[src/rtl/branch_predictor.sv]
// Fetch-side branch predictor: a direct-mapped BTB with a 2-bit saturating
// direction counter per entry, trained by resolved-branch feedback.
module branch_predictor #(
  parameter int unsigned ENTRIES = 16,
  parameter int unsigned DATA_W  = 32
) (
  input  logic              clk,
  input  logic              rst,
  input  logic              flush,
  input  logic [DATA_W-1:0] fetch_pc,
  output logic              pred_taken,
  output logic [DATA_W-1:0] pred_pc,
  input  logic              upd_valid,
  input  logic [DATA_W-1:0] upd_pc,
  input  logic              upd_taken,
  input  logic [DATA_W-1:0] upd_target
);

  localparam int unsigned IDX_W = $clog2(ENTRIES);
  localparam int unsigned TAG_W = DATA_W - IDX_W - 2;

  logic              valid_q  [ENTRIES];
  logic [TAG_W-1:0]  tag_q    [ENTRIES];
  logic [DATA_W-1:0] target_q [ENTRIES];
  logic [1:0]        ctr_q    [ENTRIES];

  logic [IDX_W-1:0] f_idx;
  logic [TAG_W-1:0] f_tag;
  logic             f_hit;
  logic [IDX_W-1:0] u_idx;
  logic [TAG_W-1:0] u_tag;
  logic             u_hit;
  logic [1:0]       u_ctr;
  logic             upd_pc_unused;

  assign f_idx = fetch_pc[IDX_W+1:2];
  assign f_tag = fetch_pc[DATA_W-1:IDX_W+2];
  assign u_idx = upd_pc[IDX_W+1:2];
  assign u_tag = upd_pc[DATA_W-1:IDX_W+2];
  assign upd_pc_unused = ^upd_pc[1:0];

  // Lookup reads the registered table only, so a same-cycle update is not bypassed.
  always_comb begin
    f_hit      = valid_q[f_idx] && (tag_q[f_idx] == f_tag);
    pred_taken = f_hit && ctr_q[f_idx][1];
    pred_pc    = pred_taken ? target_q[f_idx] : fetch_pc + DATA_W'(4);
  end

  always_comb begin
    u_hit = valid_q[u_idx] && (tag_q[u_idx] == u_tag);
    u_ctr = ctr_q[u_idx];
    if (upd_taken) begin
      if (ctr_q[u_idx] != 2'b11) u_ctr = ctr_q[u_idx] + 2'd1;
    end else begin
      if (ctr_q[u_idx] != 2'b00) u_ctr = ctr_q[u_idx] - 2'd1;
    end
  end

  always_ff @(posedge clk or posedge rst) begin
    if (rst) begin
      for (int unsigned i = 0; i < ENTRIES; i++) begin
        valid_q[i]  <= 1'b0;
        tag_q[i]    <= '0;
        target_q[i] <= '0;
        ctr_q[i]    <= 2'b01;
      end
    end else if (flush) begin
      for (int unsigned i = 0; i < ENTRIES; i++) begin
        valid_q[i] <= 1'b0;
        ctr_q[i]   <= 2'b01;
      end
    end else if (upd_valid) begin
      if (u_hit) begin
        ctr_q[u_idx] <= u_ctr;
        if (upd_taken) target_q[u_idx] <= upd_target;
      end else if (upd_taken) begin
        valid_q[u_idx]  <= 1'b1;
        tag_q[u_idx]    <= u_tag;
        target_q[u_idx] <= upd_target;
        ctr_q[u_idx]    <= 2'b10;
      end
    end
  end

endmodule

[config.mk]
export PLATFORM = sky130hd
export DESIGN_NAME = branch_predictor
export DESIGN_NICKNAME = d
export VERILOG_FILES = /design/src/rtl/branch_predictor.sv
export SDC_FILE = /design/constraint.sdc
export NUM_CORES = 2
export LEC_CHECK = 0
export BUFFER_PORTS_ARGS = -buffer_cell sky130_fd_sc_hd__buf_2
export CORE_AREA = 2 2 298 300
export CTS_CLUSTER_SIZE = 8
export DETAILED_ROUTE_END_ITERATION = 8
export DIE_AREA = 0 0 300 302
export PLACE_DENSITY = 0.76
export SYNTH_ARGS = -nofsm -noshare
export SYNTH_HDL_FRONTEND = slang
export SYNTH_SLANG_ARGS = --single-unit
[constraint.sdc]
create_clock -name clk -period 29.3 [get_ports clk]
set_clock_uncertainty 0.05 [all_clocks]
set_input_delay 1.465 -clock clk [delete_from_list [all_inputs] [get_ports clk]]
set_output_delay 1.465 -clock clk [all_outputs]
set_load 0.05 [all_outputs]
==> impl_metrics.json <==
{
  "status": "completed",
  "grt_pass1_vias": 32970,
  "synth_top_area_cell": "dfrtp_1",
  "finalCoreUtilization_pct": 62.76,
  "ys_seq_area_share_pct": 49.33,
  "cts.reportedPaths.clkPinSlew_ps": 50,
  "rsz0062_at_grt": "no",
  "yosysTopAreaCellShare_pct": 48.48,
  "coreArea_sq_um": 87560,
  "p_leak_uw": 0.02488,
  "async_flop_share_pct": 100.0,
  "reg2reg_depth": 9,
  "worst_skew_pair.late_latency_ps": 760,
  "placed_cell_area_sq_um": 50960,
  "cp_num_buf_inv": 4,
  "netlist_area_sq_um": 49550,
  "worstHoldPathType": "flop to flop",
  "via_count": 30820,
  "cts_resized": 0,
  "period_minus_slack_ps": 9309,
  "finalMaxSlewViolations": 0,
  "finalCritPeriodShare_pct": 31.77,
  "vias_per_cell": 6.952,
  "cts_setup_buffers": 0,
  "grt_util_all_layers_pct": 31.17,
  "synth_compound_area_share_pct": 2.846,
  "dp_slack_ps": 19970,
  "initial_core_util_pct": 56.59,
  "gp_congestion": 0.8996,
  "critPathRequiredTime_ps": 27780,
  "port_buffers": 131,
  "wirelength_microns": 137900,
  "worst-path-stages": 11,
  "maxCapViolations": 0,
  "synth_seq_cells": 976,
  "synthMuxAreaShare_pct": 41.13,
  "clock.fmax_mhz": 107.4,
  "synth.distinct_cells": 65,
  "antenna_found_initial": 18,
  "fin_nets": 3337,
  "row_count": 109,
  "ys_warn_count": 0,
  "crit_chain": "buf_8, buf_4, buf_4, mux4_2, mux4_2, xnor2_1, nand4_1, or3_1, or4_2, mux2_1, buf_2",
  "grt_first_pass_wirelength_microns": 209300,
  "hold_buffers": 0,
  "drive_gt1_share_pct": 45.49,
  "drc_errors": 0,
  "synthTopCellsByArea": "dfrtp_1, mux4_2, mux2_2",
  "synth_fa_ha_area_share_pct": 0.04545,
  "finalHoldViolations": 0,
  "dp_hpwl_microns": 80240,
  "finalWorstSetupSlack_ps": 19990,
  "ioPinCount": 134,
  "syn-num-nets": 3316,
  "ir_drop_uv": 61.82,
  "cpMaxStageDelayCell": "or4_2",
  "overflow": 0,
  "dr.pass1.iters": 5,
  "area_growth_pct": 10.89,
  "clockBufferDepth": 3,
  "die_y_microns": 302,
  "arrival_ps": 7790,
  "syn_inst": 3214,
  "critPathCaptureType": "output port",
  "cts_made_buffers": 140,
  "drt_iter0_drc": 3009,
  "crit_path_max_fanout": 85,
  "reg2reg_slack_ps": 24860,
  "wl_per_cell_microns": 31.12,
  "worst_pin_slew_ps": 1254,
  "dieArea_sq_um": 90600,
  "postRouteAntennaNets": 0,
  "crit_type": "input port to output port",
  "tns_ps": 0,
  "dieWidth_microns": 300,
  "synth_top_family_by_area": "multiplexers",
  "synth-xor-area-share_pct": 1.343,
  "ctsRootBufferMaster": "clkbuf_16",
  "critical_path.top_delay_family": "buffers and inverters",
  "critPathMaxStageDelay_ps": 1210,
  "cp-start-kind": "input port",
  "p_per_area_nw_per_um2": 66.19,
  "hold_path_depth": 1,
  "cts_tree": "done",
  "final-setup-viol-count": 0,
  "fin_area_sq_um": 54950,
  "synth-simple-area-share_pct": 2.346,
  "max_slew_margin_pct": 16.42,
  "avgSynthCellArea_sq_um": 15.42,
  "synth_top_flop_cell": "dfrtp_1",
  "h-tree-depth": 4,
  "grt_start_max_net_pins": 189,
  "cts_sinks": 976,
  "synth-edff-count": 0
}
-- state kept, by name, summed over array words and instances (netlist names) --
register / flops
tag_q: 416
target_q: 512
ctr_q: 32
valid_q: 16
-- Yosys cell counts, types with 32 or more instances --
cell type,n
dfrtp_1,960
mux2_2,676
mux4_2,399
mux2_1,288
clkbuf_1,170
buf_2,80
nand2_1,66
xnor2_1,63
mux2i_1,54
nand3_1,37
buf_1,35
a21o_1,32
-- metal layers --
metal | GRT usage [%] | routed length [microns] | vias up
li1 | - | - | 12280
met1 | 41.23 | 52820 | 16580
met2 | 49.03 | 65800 | 1519
met3 | 8.475 | 13170 | 405
met4 | 13.50 | 5966 | 30
met5 | 0 | 187 | -
-- final timing paths --
kind,startpoint,to
max in group asynchronous,rst,tag_q[37]$_DFFE_PP0P_
setup reg to reg,tag_q[106]$_DFFE_PP0P_,ctr_q[21]$_DFFE_PP0P_
hold / removal,target_q[354]$_DFFE_PP0P_,target_q[354]$_DFFE_PP0P_
min in group asynchronous,rst,target_q[420]$_DFFE_PP0P_
hold reg to reg,target_q[354]$_DFFE_PP0P_,target_q[354]$_DFFE_PP0P_
setup / recovery,fetch_pc[2],pred_pc[24]
-- report_power, final --
group / internal (uW) / total, uW / switching [uW] / leakage (uW)
sequential: 1520 / 1630 / 107 / 0.0129
combinational: 289 / 532 / 243 / 0.0100
clock: 866 / 1480 / 610 / 0.00191
-- stage by stage --
step	power, uW	cells	hold WS (ps)
floorplan	2018	3214	416.0
global placement	2127	4258	429.5
detailed placement	2173	4258	437.1
CTS	3653	4427	447.6
global route	3767	4428	456.4
finish	3637	4433	446.8
-- layout by cell type (no fill, tap or decap), types with 7 or more instances in the layout --
master / Yosys / final
a211o_1: 16 / 16
a211oi_1: 9 / 9
a21o_1: 32 / 32
a21oi_1: 11 / 11
a22o_1: 7 / 7
buf_2: 80 / 124
buf_4: 9 / 54
clkbuf_1: 170 / 11
clkbuf_16: 0 / 140
clkinv_16: 0 / 12
dfrtp_1: 960 / 960
dfstp_2: 16 / 16
inv_1: 20 / 19
mux2_1: 288 / 288
mux2_2: 676 / 676
mux2i_1: 54 / 54
mux4_2: 399 / 399
nand2_1: 66 / 61
nand3_1: 37 / 31
nand4_1: 17 / 17
nor2_1: 30 / 25
nor2b_1: 18 / 7
nor2b_4: 0 / 11
nor3_1: 29 / 28
o211ai_1: 26 / 26
o211ai_2: 10 / 10
o21ai_0: 8 / 8
o21bai_1: 11 / 11
o22ai_1: 9 / 9
xnor2_1: 63 / 63
xor2_1: 13 / 13
-- final cells by class --
| type | count | area, sq um |
|---|---|---|
| Multi-Input combinational cell | 1909 | 23820 |
| Tap cell | 1165 | 1458 |
| Clock buffer | 152 | 3558 |
| Clock inverter | 17 | 415.4 |
| Inverter | 22 | 90.09 |
| Fill cell | 6193 | 32610 |
| Timing Repair Buffer | 186 | 1150 |
| Sequential cell | 976 | 24440 |
| Antenna cell | 6 | 15.01 |
-- logic make-up after synthesis --
kind of cell | after synthesis
fa+ha+maj | 2
simple gates | 233
mux | 1417
flops | 976
compound gates | 181
buf+inv | 329
xor+xnor | 76
-- worst register-to-register path, delay by kind of cell, from the launching register on --
family / cells / cell delay, ps
flip-flops: 1 / 390
multiplexers: 2 / 960
AND/OR/NAND/NOR: 4 / 1870
XOR/XNOR: 1 / 430
AO/OA/AOI/OAI: 1 / 310
buffers and inverters: 1 / 290
(Power assumes the default switching activity.)
